<file path="src/rtl/pipe_delay_line.sv">
// Valid-tagged multi-channel delay line with runtime depth, stall and flush.
// Output is taken from stage depth_q-1; depth only changes while the window is empty.
module pipe_delay_line #(
   parameter int REG_W    = 8,
   parameter int N_CH     = 2,
   parameter int MAX_D    = 4,
   parameter int CLR_DATA = 1,
   localparam int DSEL_W  = $clog2(MAX_D + 1),
   localparam int OCC_W   = $clog2(MAX_D + 1),
   localparam int BUS_W   = N_CH * REG_W
) (
   input  logic              clk,
   input  logic              rst,
   input  logic              en,
   input  logic              flush,
   input  logic [DSEL_W-1:0] depth_sel,
   input  logic              in_valid,
   input  logic [BUS_W-1:0]  in_data,
   output logic              out_valid,
   output logic [BUS_W-1:0]  out_data,
   output logic [OCC_W-1:0]  occupancy,
   output logic [DSEL_W-1:0] depth_q
);

   logic [MAX_D-1:0]  r_vld;
   logic [BUS_W-1:0]  r_dat [MAX_D];
   logic [OCC_W-1:0]  r_occ;
   logic [DSEL_W-1:0] r_depth;

   logic [DSEL_W-1:0] w_dclamp;
   logic [MAX_D-1:0]  w_win;
   logic [MAX_D-1:0]  w_vld_in;
   logic [BUS_W-1:0]  w_dat_in [MAX_D];
   logic              w_out_vld;
   logic [BUS_W-1:0]  w_out_dat;

   always_comb begin
      w_dclamp = depth_sel;
      if (depth_sel == '0)
         w_dclamp = DSEL_W'(1);
      else if (depth_sel > DSEL_W'(MAX_D))
         w_dclamp = DSEL_W'(MAX_D);
   end

   // Stages at or beyond the applied depth are outside the window and never hold a valid bit.
   always_comb begin
      w_win = '0;
      for (int k = 0; k < MAX_D; k++)
         w_win[k] = (DSEL_W'(k) < r_depth);
   end

   always_comb begin
      w_vld_in[0] = in_valid;
      w_dat_in[0] = in_data;
      for (int k = 1; k < MAX_D; k++) begin
         w_vld_in[k] = r_vld[k-1];
         w_dat_in[k] = r_dat[k-1];
      end
   end

   always_comb begin
      w_out_vld = 1'b0;
      w_out_dat = '0;
      for (int k = 0; k < MAX_D; k++) begin
         if (r_depth == DSEL_W'(k + 1)) begin
            w_out_vld = r_vld[k];
            w_out_dat = r_dat[k];
         end
      end
   end

   always_ff @(posedge clk) begin
      if (rst) begin
         r_vld   <= '0;
         r_occ   <= '0;
         r_depth <= w_dclamp;
         for (int k = 0; k < MAX_D; k++)
            r_dat[k] <= '0;
      end else begin
         // Depth may only move with an empty window so no entry is reordered or duplicated.
         if (r_occ == '0)
            r_depth <= w_dclamp;
         if (flush) begin
            r_vld <= '0;
            r_occ <= '0;
            if (CLR_DATA != 0) begin
               for (int k = 0; k < MAX_D; k++)
                  r_dat[k] <= '0;
            end
         end else if (en) begin
            r_vld <= w_vld_in & w_win;
            for (int k = 0; k < MAX_D; k++)
               r_dat[k] <= w_dat_in[k];
            r_occ <= r_occ + OCC_W'(in_valid) - OCC_W'(w_out_vld);
         end
      end
   end

   assign out_valid = w_out_vld;
   assign out_data  = w_out_dat;
   assign occupancy = r_occ;
   assign depth_q   = r_depth;

endmodule

</file>
<file path="config.mk">
export PLATFORM = sky130hd
export DESIGN_NAME = pipe_delay_line
export DESIGN_NICKNAME = d
export VERILOG_FILES = /design/src/rtl/pipe_delay_line.sv
export SDC_FILE = /design/constraint.sdc
export NUM_CORES = 1
export LEC_CHECK = 0
export CAP_MARGIN = 20
export CORE_ASPECT_RATIO = 0.75
export CORE_MARGIN = 5
export CORE_UTILIZATION = 59
export CTS_CLUSTER_SIZE = 28
export DETAILED_ROUTE_END_ITERATION = 7
export PLACE_DENSITY = 0.89
export SLEW_MARGIN = 25
export SYNTH_ARGS = -nofsm -noshare
export SYNTH_HDL_FRONTEND = slang
export SYNTH_SLANG_ARGS = --single-unit
</file>
<file path="constraint.sdc">
create_clock -name clk -period 4.6 [get_ports clk]
set_input_delay 0.92 -clock clk [delete_from_list [all_inputs] [get_ports clk]]
set_output_delay 0.92 -clock clk [all_outputs]
set_load 0.02 [all_outputs]
</file>
# Word-level counts from Yosys, hierarchy flattened

Memory sizes are Yosys's and may differ from the RTL's.
Index checks and enable logic that the tools add are counted.

$add $sub $neg: 2
Order comparisons: 5
Eq/ne operators: 4
Multiplexer cells: 29
Bitwise gates (word level): 9
Reductions and logical operators: 4

Operators by type and width:

| kind                                                      | number |
|---|---|
| 2-to-1 mux 16 bit                                         | 12 |
| 2-to-1 mux 1 bit                                          | 13 |
| 2-to-1 mux 3 bit                                          | 4 |
| OR 1 bit                                                  | 8 |
| == test 3 x 2 -> 1 bit, second input constant             | 2 |
| logical NOT 3 bit                                         | 2 |
| less-than comparator 1 x 3 -> 1 bit, first input constant | 2 |
| less-than comparator 2 x 3 -> 1 bit, first input constant | 2 |
| bitwise AND 4 bit                                         | 1 |
| adder 3 x 1 -> 3 bit                                      | 1 |
| == test 3 x 1 -> 1 bit, second input constant             | 1 |
| == test 3 bit, second input constant                      | 1 |
| > comparator 3 bit, second input constant                 | 1 |
| subtractor 3 x 1 -> 3 bit                                 | 1 |
| nonzero test 2 bit                                        | 1 |
| OR reduction 2 bit                                        | 1 |

Flip-flop bits (word level): 10
Memory bits (writable): 64
Bits of input ports: 24
Output and inout port bits: 23
Logic and storage cells: 57
Memories: 1

Memory list:

| name  | depth | width | read ports | clocked after memory_dff | wr ports | line | text |
|---|---|---|---|---|---|---|---|
| r_dat | 4     | 16    | 4          | 0                        | 4        | 26   | `logic [BUS_W-1:0] r_dat [MAX_D];` |

# Depth between registers and ports, before layout

Gate-level depths: netlist (run 1).

Depth in word-level cells: 6
Mapped depth: 13
Gate-level depth less buffers: 11

# Worst setup path after synthesis (run 1)

OpenSTA, ideal clock, no wires.

Path type: register -> register
Start point: register r_depth[2] (netlist: depth_q[2])
End point: register r_occ[2] (netlist: occupancy[2])
Setup time: 72 ps
Arrival: 2634 ps
Required time: 4528 ps
Setup slack: 1894 ps
Cell stages (with the launch flop): 13
Buffers on the path: 2
Clock period less this slack: 2706 ps
Path through: edfxtp_1 nand2b_1 buf_2 clkbuf_4 o22ai_2 ha_1 inv_1 ha_1 inv_1 fa_1 xor2_1 nand2_1 mux2i_1

Cells in the longest elaborated chain, start to end: 6
Elaborated cells between the ends (all ways): 9
Those cells by class: add/sub (1); eq/ne (4); mux (4)

Ends and longest elaborated chain:

| what                           | line | text |
|---|---|---|
| start, declared                | 28   | `logic [DSEL_W-1:0] r_depth;` |
| start signal, assigned         | 76   | `r_depth <= w_dclamp;` |
| start signal, assigned         | 82   | `r_depth <= w_dclamp;` |
| == test 3 x 1 -> 1 bit         | 65   | `if (r_depth == DSEL_W'(k + 1)) begin` |
| 2-to-1 mux 1 bit (3 in series) | 65   |  |
| 2-to-1 mux 1 bit *             | 65   |  |
| via out_valid                  | 19   | `output logic out_valid,` |
| subtractor 3 x 1 -> 3 bit *    | 94   | `r_occ <= r_occ + OCC_W'(in_valid) - OCC_W'(w_out_vld);` |
| end signal, assigned           | 94   |  |
| end, declared                  | 27   | `logic [OCC_W-1:0] r_occ;` |

Mark *: on every way through the listed nets, which the timed path passes. The rest lies on a longest branch.
A chain may end at the register's enable or synchronous reset.

# Worst setup path in the final report (run 1)

Start point: register r_depth[0] (netlist: depth_q[0])
End point: output port out_data[12]

Cells in the longest elaborated chain, start to end: 5
Elaborated cells between the ends (all ways): 8
Those cells by class: eq/ne (4); mux (4)

Ends and longest elaborated chain:

| what                            | line | text |
|---|---|---|
| == test 3 x 1 -> 1 bit          | 65   |  |
| 2-to-1 mux 16 bit (3 in series) | 65   |  |
| 2-to-1 mux 16 bit *             | 65   |  |
| end, declared                   | 20   | `output logic [BUS_W-1:0] out_data,` |

Every way passes the cells marked *; elsewhere a longest branch is shown, timed or not.

==> key figures, run 1 <==
Floorplan
  • Die area: 7628 um^2
  • Core box area: 5796 um^2
  • Die W: 99.20 um
  • Die span in y: 76.90 um
  • # IOs: 47
  • Initial Util: 60.75%
  • Standard-cell row count: 24

Routing
  • Vias: 2369
  • Drt wl/cell: 18.79 um
  • Routed Antenna Nets: 0
  • DRC Markers: 0
  • Final wirelength: 7461 um
  • Drt initial violations: 154
  • Drt pass-1 iters: 4
  • Via density: 5.967

CTS
  • Clock sink count: 74
  • CTS tree: done
  • Worst-Skew Late Latency: 0.34 ns
  • H-tree depth: 3
  • Setup Buffers After CTS: 0
  • Hold buffers post-CTS: 0
  • Clk buf depth: 2
  • Root Driver: clkbuf_8
  • Clk pin slew, worst setup/hold paths: 0.08 ns
  • CTS Buf Count: 9
  • # resized after CTS: 0

Final layout
  • Layout area overhead: 16.84%
  • Layout cells sized above 1: 14.73%
  • Fin nets: 343
  • Final Cell Area: 4114 um^2
  • Number of inserted diodes: 0

Placement
  • Hpwl dp: 4507 um
  • Placed inst area: 3944 um^2
  • RePlAce Congestion: 0.7260
  • Pre-CTS WS: 1.225 ns
  • Port bufs: 46

Worst setup path
  • Worst R2R Setup Slack: 1.62 ns
  • Slowest CP cell: clkdlybuf4s50_1
  • Cells along the critical path: nor2b_1 > buf_4 > a22oi_1 > o22ai_1 > clkdlybuf4s50_1
  • Crit path kind: register to primary output
  • CP delay by family, top: buffers and inverters
  • Nature of the critical path startpoint: register
  • CP endpoint kind: primary output
  • CP peak stage delay: 0.66 ns
  • R2r worst-path depth: 11
  • CP required: 3.68 ns
  • CP Depth: 5
  • Crit Reg-Reg Endpoint: occupancy[2]$_SDFFE_PP0P_
  • Worst Path Arrival: 2.83 ns
  • FF-to-FF Start: depth_q[1]$_SDFFCE_PP0P_
  • CP bufs+invs: 2
  • Setup crit end: out_data[12]
  • Start point of the critical path: depth_q[0]$_SDFFCE_PN1P_
  • Max FO, Critical Path: 12

Yosys
  • Post-synthesis cell count: 277
  • Synthesized area per cell: 12.71 um^2
  • Yosys warns: 0
  • Top post-synthesis cells by count: 51 x edfxtp_1, 48 x and3_1, 35 x mux2i_1
  • Post-Syn Nets: 306
  • Synth Flop Type: edfxtp_1
  • FFs w/ async S/R, synth: 0%
  • EDFF count, synth: 51
  • Leading area contributor after synthesis: edfxtp_1
  • Post-synthesis sequential area ratio: 56.57%
  • Most common cell in the netlist: edfxtp_1
  • Count of cell types in the netlist: 37
  • Cell area after synthesis: 3521 um^2
  • Top cell type's share of synthesized area: 43.50%
  • Synth Register Bits: 74
  • Synth area leaders: edfxtp_1 43%, dfxtp_1 13%, mux2i_1 10%

Job
  • Max-Cap Viols: 0

Timing
  • Final-report max-slew violation count: 0
  • Fin crit share: 81.42%
  • Setup TNS: 0 ns
  • Tmin final: 3.745 ns
  • Skew final: 0.006851 ns
  • Worst Tran Pin Value: 0.9790 ns
  • RSZ-0062 raised after global routing: no
  • Final WS setup: 0.8547 ns
  • Worst hold slack: 0.5006 ns
  • Fin. Hold Viols: 0
  • F_max: 0.2670 GHz
  • Finish-stage setup viols: 0
  • Slew headroom: 34.73%

Pwr
  • Overall power: 1.364 mW
  • Peak VDD IR: 0.0002067 V
  • LEAKAGE: 1.694 nW
  • Comb power frac: 12.7%
  • Sw Pwr: 360.1 uW
  • Clock Power Share: 31.9%
  • Reg power frac: 55.4%
  • P per Cell Area: 331.6 nW/um^2
  • Int Pwr: 1.004 mW
  • Switching portion of total power: 26.39%

Global route
  • First-pass GRT wire length: 12180 um
  • Largest net degree at the start of global routing: 72
  • Antenna violations before repair: 0
  • Gr ovfl total: 0
  • Vias in the first global route: 2396
  • Gr usage total: 20.54%

Outcome
  • Status: finished, final reports clean

Worst hold path
  • Worst hold path class: register to register
[placed cells by master (no fill, tap or decap), types with 5 or more instances in the layout]
cell	n
and3_1	48
clkdlybuf4s50_1	45
a22oi_1	7
clkbuf_8	9
clkinvlp_4	5
buf_4	6
inv_1	5
a22oi_2	10
nor2_1	20
o22ai_2	10
mux2i_1	35
dfxtp_1	23
nand2b_1	5
o22ai_1	7
edfxtp_1	51
[tightest hold or removal path, cell delays in order (launching register included)]
cell,delay [ns]
dfxtp_1,0.33
nand2b_1,0.07
a21oi_1,0.06
[cell type report]
type                       instances  area (um^2)
multi-input combinational        172         1335
sequential                        74         1992
inverter                           5        18.77
fill                             422         1682
clock inverter                     7        46.29
timing repair buffer              52        500.5
tap                               78        97.59
clock buffer                       9        123.9
[registers in the layout, indices dropped and copies added, names as in the netlist]
register,flops
occupancy,3
r_dat,64
r_vld,4
depth_q,3
[per-stage QoR]
stage	instances	utilization, %
2_1_floorplan	277	-
3_3_place_gp	381	68.05
3_5_place_dp	381	68.05
4_1_cts	397	70.98
5_1_grt	397	70.98
6_report	397	70.98
[cells by family after synthesis]
| kind of cell | count (synthesis) | synth area share (%) |
|---|---|---|
| adder cells (fa/ha/maj) | 5 | 1.990 |
| buffers and inverters | 31 | 5.579 |
| flip-flops | 74 | 56.57 |
| AND/OR/NAND/NOR | 88 | 14.11 |
| AO/OA/AOI/OAI | 43 | 11.55 |
| multiplexers | 35 | 9.950 |
| XOR/XNOR | 1 | 0.2488 |
[layer usage]
| layer | GRT usage [%] | up-vias | wire length [um] |
|---|---|---|---|
| met3 | 6.800 | 8 | 583 |
| met4 | 6.412 | 0 | 80 |
| met1 | 26.45 | 1170 | 3223 |
| li1 | - | 1108 | - |
| met5 | 0 | - | 0 |
| met2 | 32.91 | 83 | 3573 |
[power by group through the flow]
stage / logic (mW) / clock network [mW] / registers (mW)
floorplan: 0.118 / 0 / 0.768
global placement: 0.170 / 0 / 0.769
detailed placement: 0.173 / 0 / 0.771
CTS: 0.175 / 0.440 / 0.756
global route: 0.185 / 0.476 / 0.759
finish: 0.173 / 0.435 / 0.756
[worst min-delay path by stage]
stage,startpoint,endpoint,slack (ns),cells after the start
floorplan,r_vld[3]$_SDFFE_PP0P_,r_vld[3]$_SDFFE_PP0P_,0.46,2
global placement,r_vld[3]$_SDFFE_PP0P_,r_vld[3]$_SDFFE_PP0P_,0.47,2
detailed placement,r_vld[1]$_SDFFE_PP0P_,r_vld[1]$_SDFFE_PP0P_,0.49,2
CTS,r_vld[3]$_SDFFE_PP0P_,r_vld[3]$_SDFFE_PP0P_,0.50,2
global route,r_vld[3]$_SDFFE_PP0P_,r_vld[3]$_SDFFE_PP0P_,0.52,2
finish,r_vld[3]$_SDFFE_PP0P_,r_vld[3]$_SDFFE_PP0P_,0.50,2
Power figures use the tool's default switching activity.
==> run 2, diff against run 1 <==
Settings changed: CORE_UTILIZATION 59 to 55, PLACE_DENSITY 0.89 to 0.84.
Clock period 4.6 ns to 3.9 ns, I/O delays scaled along.
==> key figures, run 2 (same netlist as run 1, synthesis figures left out) <==
Global route
  • Largest net degree at the start of global routing: 78 (+8.3%)
  • GRT met1 Usage: 25.61% (-0.84 points)
  • First-pass GRT wire length: 11390 um (-6.5%)
  • Vias in the first global route: 2259 (-5.7%)
  • Met3 usage: 6.497% (-0.30 points)
  • Gr ovfl total: 0 (unchanged)
  • GR peak layer: met2
  • Met2 Use GR: 28.34% (-4.6 points)
  • Gr usage total: 18.81% (-1.7 points)
  • Antenna violations before repair: 0 (unchanged)

Floorplan
  • # IOs: 47 (unchanged)
  • Core box area: 6256 um^2 (+7.9%)
  • Standard-cell row count: 25 (+4.2%)
  • Die W: 102.4 um (+3.2%)
  • Die span in y: 79.29 um (+3.1%)
  • Die area: 8118 um^2 (+6.4%)
  • Initial Util: 56.28% (-4.5 points)

Routing
  • Drt wl/cell: 17.87 um (-4.9%)
  • Final wirelength: 7182 um (-3.7%)
  • Drt pass-1 iters: 4 (unchanged)
  • Routed Antenna Nets: 0 (unchanged)
  • Drt initial violations: 105 (-32%)
  • Vias: 2314 (-2.3%)
  • Via density: 5.756 (-3.5%)
  • DRC Markers: 0 (unchanged)

Worst setup path
  • CP Depth: 4 (-1)
  • Crit path kind: register to primary output
  • CP required: 3.12 ns (-0.56 ns)
  • CP bufs+invs: 1 (-1)
  • Cells along the critical path: nor2b_4 > a22oi_1 > o22ai_1 > clkdlybuf4s50_1
  • CP peak stage delay: 0.66 ns (about the same)
  • CP delay by family, top: buffers and inverters
  • Nature of the critical path startpoint: register
  • Slowest CP cell: clkdlybuf4s50_1
  • FF-to-FF Start: depth_q[2]$_SDFFCE_PN0P_
  • Max FO, Critical Path: 17 (+5)
  • Start point of the critical path: depth_q[0]$_SDFFCE_PN1P_
  • Worst Path Arrival: 2.55 ns (-0.28 ns)
  • CP endpoint kind: primary output
  • R2r worst-path depth: 10 (-1)
  • Crit Reg-Reg Endpoint: occupancy[2]$_SDFFE_PP0P_
  • Worst R2R Setup Slack: 1.03 ns (-0.59 ns)

Final layout
  • Layout cells sized above 1: 14.02% (-0.71 points)
  • Flip-flop and latch area: 1992 um^2 (unchanged)
  • Largest regs: r_dat x64, r_vld x4
  • Number of inserted diodes: 0 (unchanged)
  • Fill count: 484 (+15%)
  • Layout area overhead: 16.88% (about the same)
  • Fin nets: 345 (+0.58%)
  • Top reg by flops: r_dat
  • Most common library cell in the layout ignoring fill and taps: edfxtp_1
  • Multi-input gate area: 1335 um^2 (unchanged)
  • Non-Filler Instances: 402 (+1.3%)
  • Max FFs per register: 64 (unchanged)
  • Most frequent cells in the layout: 51 x edfxtp_1, 48 x and3_1, 45 x clkdlybuf4s50_1

Outcome
  • Status: finished, final reports clean

CTS
  • Clk pin slew, worst setup/hold paths: 0.07 ns (about the same)
  • # resized after CTS: 0 (unchanged)
  • Hold buffers post-CTS: 0 (unchanged)
  • CTS Buf Count: 9 (unchanged)
  • Clock sink count: 74 (unchanged)
  • Root Driver: clkbuf_8
  • Worst-Skew Late Latency: 0.34 ns (about the same)
  • H-tree depth: 3 (unchanged)
  • CTS tree: done
  • Setup Buffers After CTS: 0 (unchanged)
  • Clk buf depth: 2 (unchanged)

Timing
  • Skew final: 0.008995 ns (+0.002144 ns)
  • Fin crit share: 85.44%
  • Tmin final: 3.332 ns
  • Slew headroom: 37.42% (+2.7 points)
  • RSZ-0062 raised after global routing: no
  • F_max: 0.3001 GHz
  • Final-report max-slew violation count: 0 (unchanged)
  • Fin. Hold Viols: 0 (unchanged)
  • Worst Tran Pin Value: 0.9387 ns (-0.04033 ns)
  • Finish-stage setup viols: 0 (unchanged)
  • Setup TNS: 0 ns (unchanged)

Placement
  • Placed Instances: 386 (+1.3%)
  • Port bufs: 46 (unchanged)
  • Hpwl dp: 4478 um (-0.65%)
  • RePlAce Congestion: 0.6941 (-4.4%)

Job
  • Max-Cap Viols: 0 (unchanged)

Pwr
  • P per Cell Area: 382.9 nW/um^2 (+15%)
  • Peak VDD IR: 0.0001987 V (-3.8%)
  • LEAKAGE: 1.711 nW (+1.1%)

Worst hold path
  • Hold Path Origin: r_vld[3]$_SDFFE_PP0P_
  • Hold Path Sink: r_vld[3]$_SDFFE_PP0P_
  • Hold-critical path depth: 2 (unchanged)
  • Worst hold path class: register to register
## run 2: cell types whose count changed in the layout (fill, tap and decap cells not counted)
| cell | change |
|---|---|
| or2_1 | -1 |
| clkbuf_1 | +2 |
| clkinv_1 | +2 |
| buf_4 | +2 |
| clkinv_2 | +1 |
| or2_0 | +1 |
| clkinvlp_4 | -5 |
## run 2: how the worst max path moves through the flow
| stage | end |
|---|---|
| after floorplan | occupancy[2]$_SDFFE_PP0P_ |
| after global placement | out_data[10] |
| after global routing | out_data[9] |
| after CTS | out_data[10] |
| final | out_data[10] |
| after detailed placement | out_data[10] |
## run 2: power breakdown
group / internal, mW / total (mW) / switching (mW)
registers: 0.869 / 0.893 / 0.0239
clock network: 0.223 / 0.479 / 0.257
logic: 0.0907 / 0.204 / 0.113
## run 2: area by class of cell
cell class	count	area share, %
Clock buffer	11	3.192
Clock inverter	5	0.5169
Inverter	5	0.4561
Multi-Input combinational cell	172	32.44
Sequential cell	74	48.40
Tap cell	81	2.463
Timing Repair Buffer	54	12.53
## run 2: worst reg2reg max path, stage by stage (launching register included)
cell and delay (ns):
edfxtp_1 0.49, nand2b_1 0.63, o22ai_2 0.39, ha_1 0.27
inv_1 0.06, ha_1 0.13, inv_1 0.05, fa_1 0.38
xor2_1 0.15, nand2_1 0.08, mux2i_1 0.20
## run 2: per-stage QoR
step | instance area (um^2) | utilization, % | setup WS, ns | total power, mW | hold slack (ns)
2_1_floorplan | 3521 | - | 1.194 | 1.045 | 0.4565
3_3_place_gp | 3963 | 63.34 | 0.9375 | 1.110 | 0.4696
3_5_place_dp | 3963 | 63.34 | 0.9262 | 1.115 | 0.4759
4_1_cts | 4115 | 65.78 | 0.5371 | 1.594 | 0.4873
5_1_grt | 4115 | 65.78 | 0.3916 | 1.635 | 0.5008
6_report | 4115 | 65.78 | 0.5677 | 1.576 | 0.4872
## run 2: layer usage
| metal | share of wire (%) | vias up |
|---|---|---|
| met2 | 47 | 67 |
| li1 | - | 1115 |
| met1 | 45 | 1126 |
| met5 | 0 | - |
| met3 | 6.9 | 6 |
| met4 | 0.74 | 0 |
==> run 3, diff against run 2 <==
Settings changed: TNS_END_PERCENT set to 50.
==> results of run 3 <==
The final DEF is identical to that of run 2; final timing and power are the same.
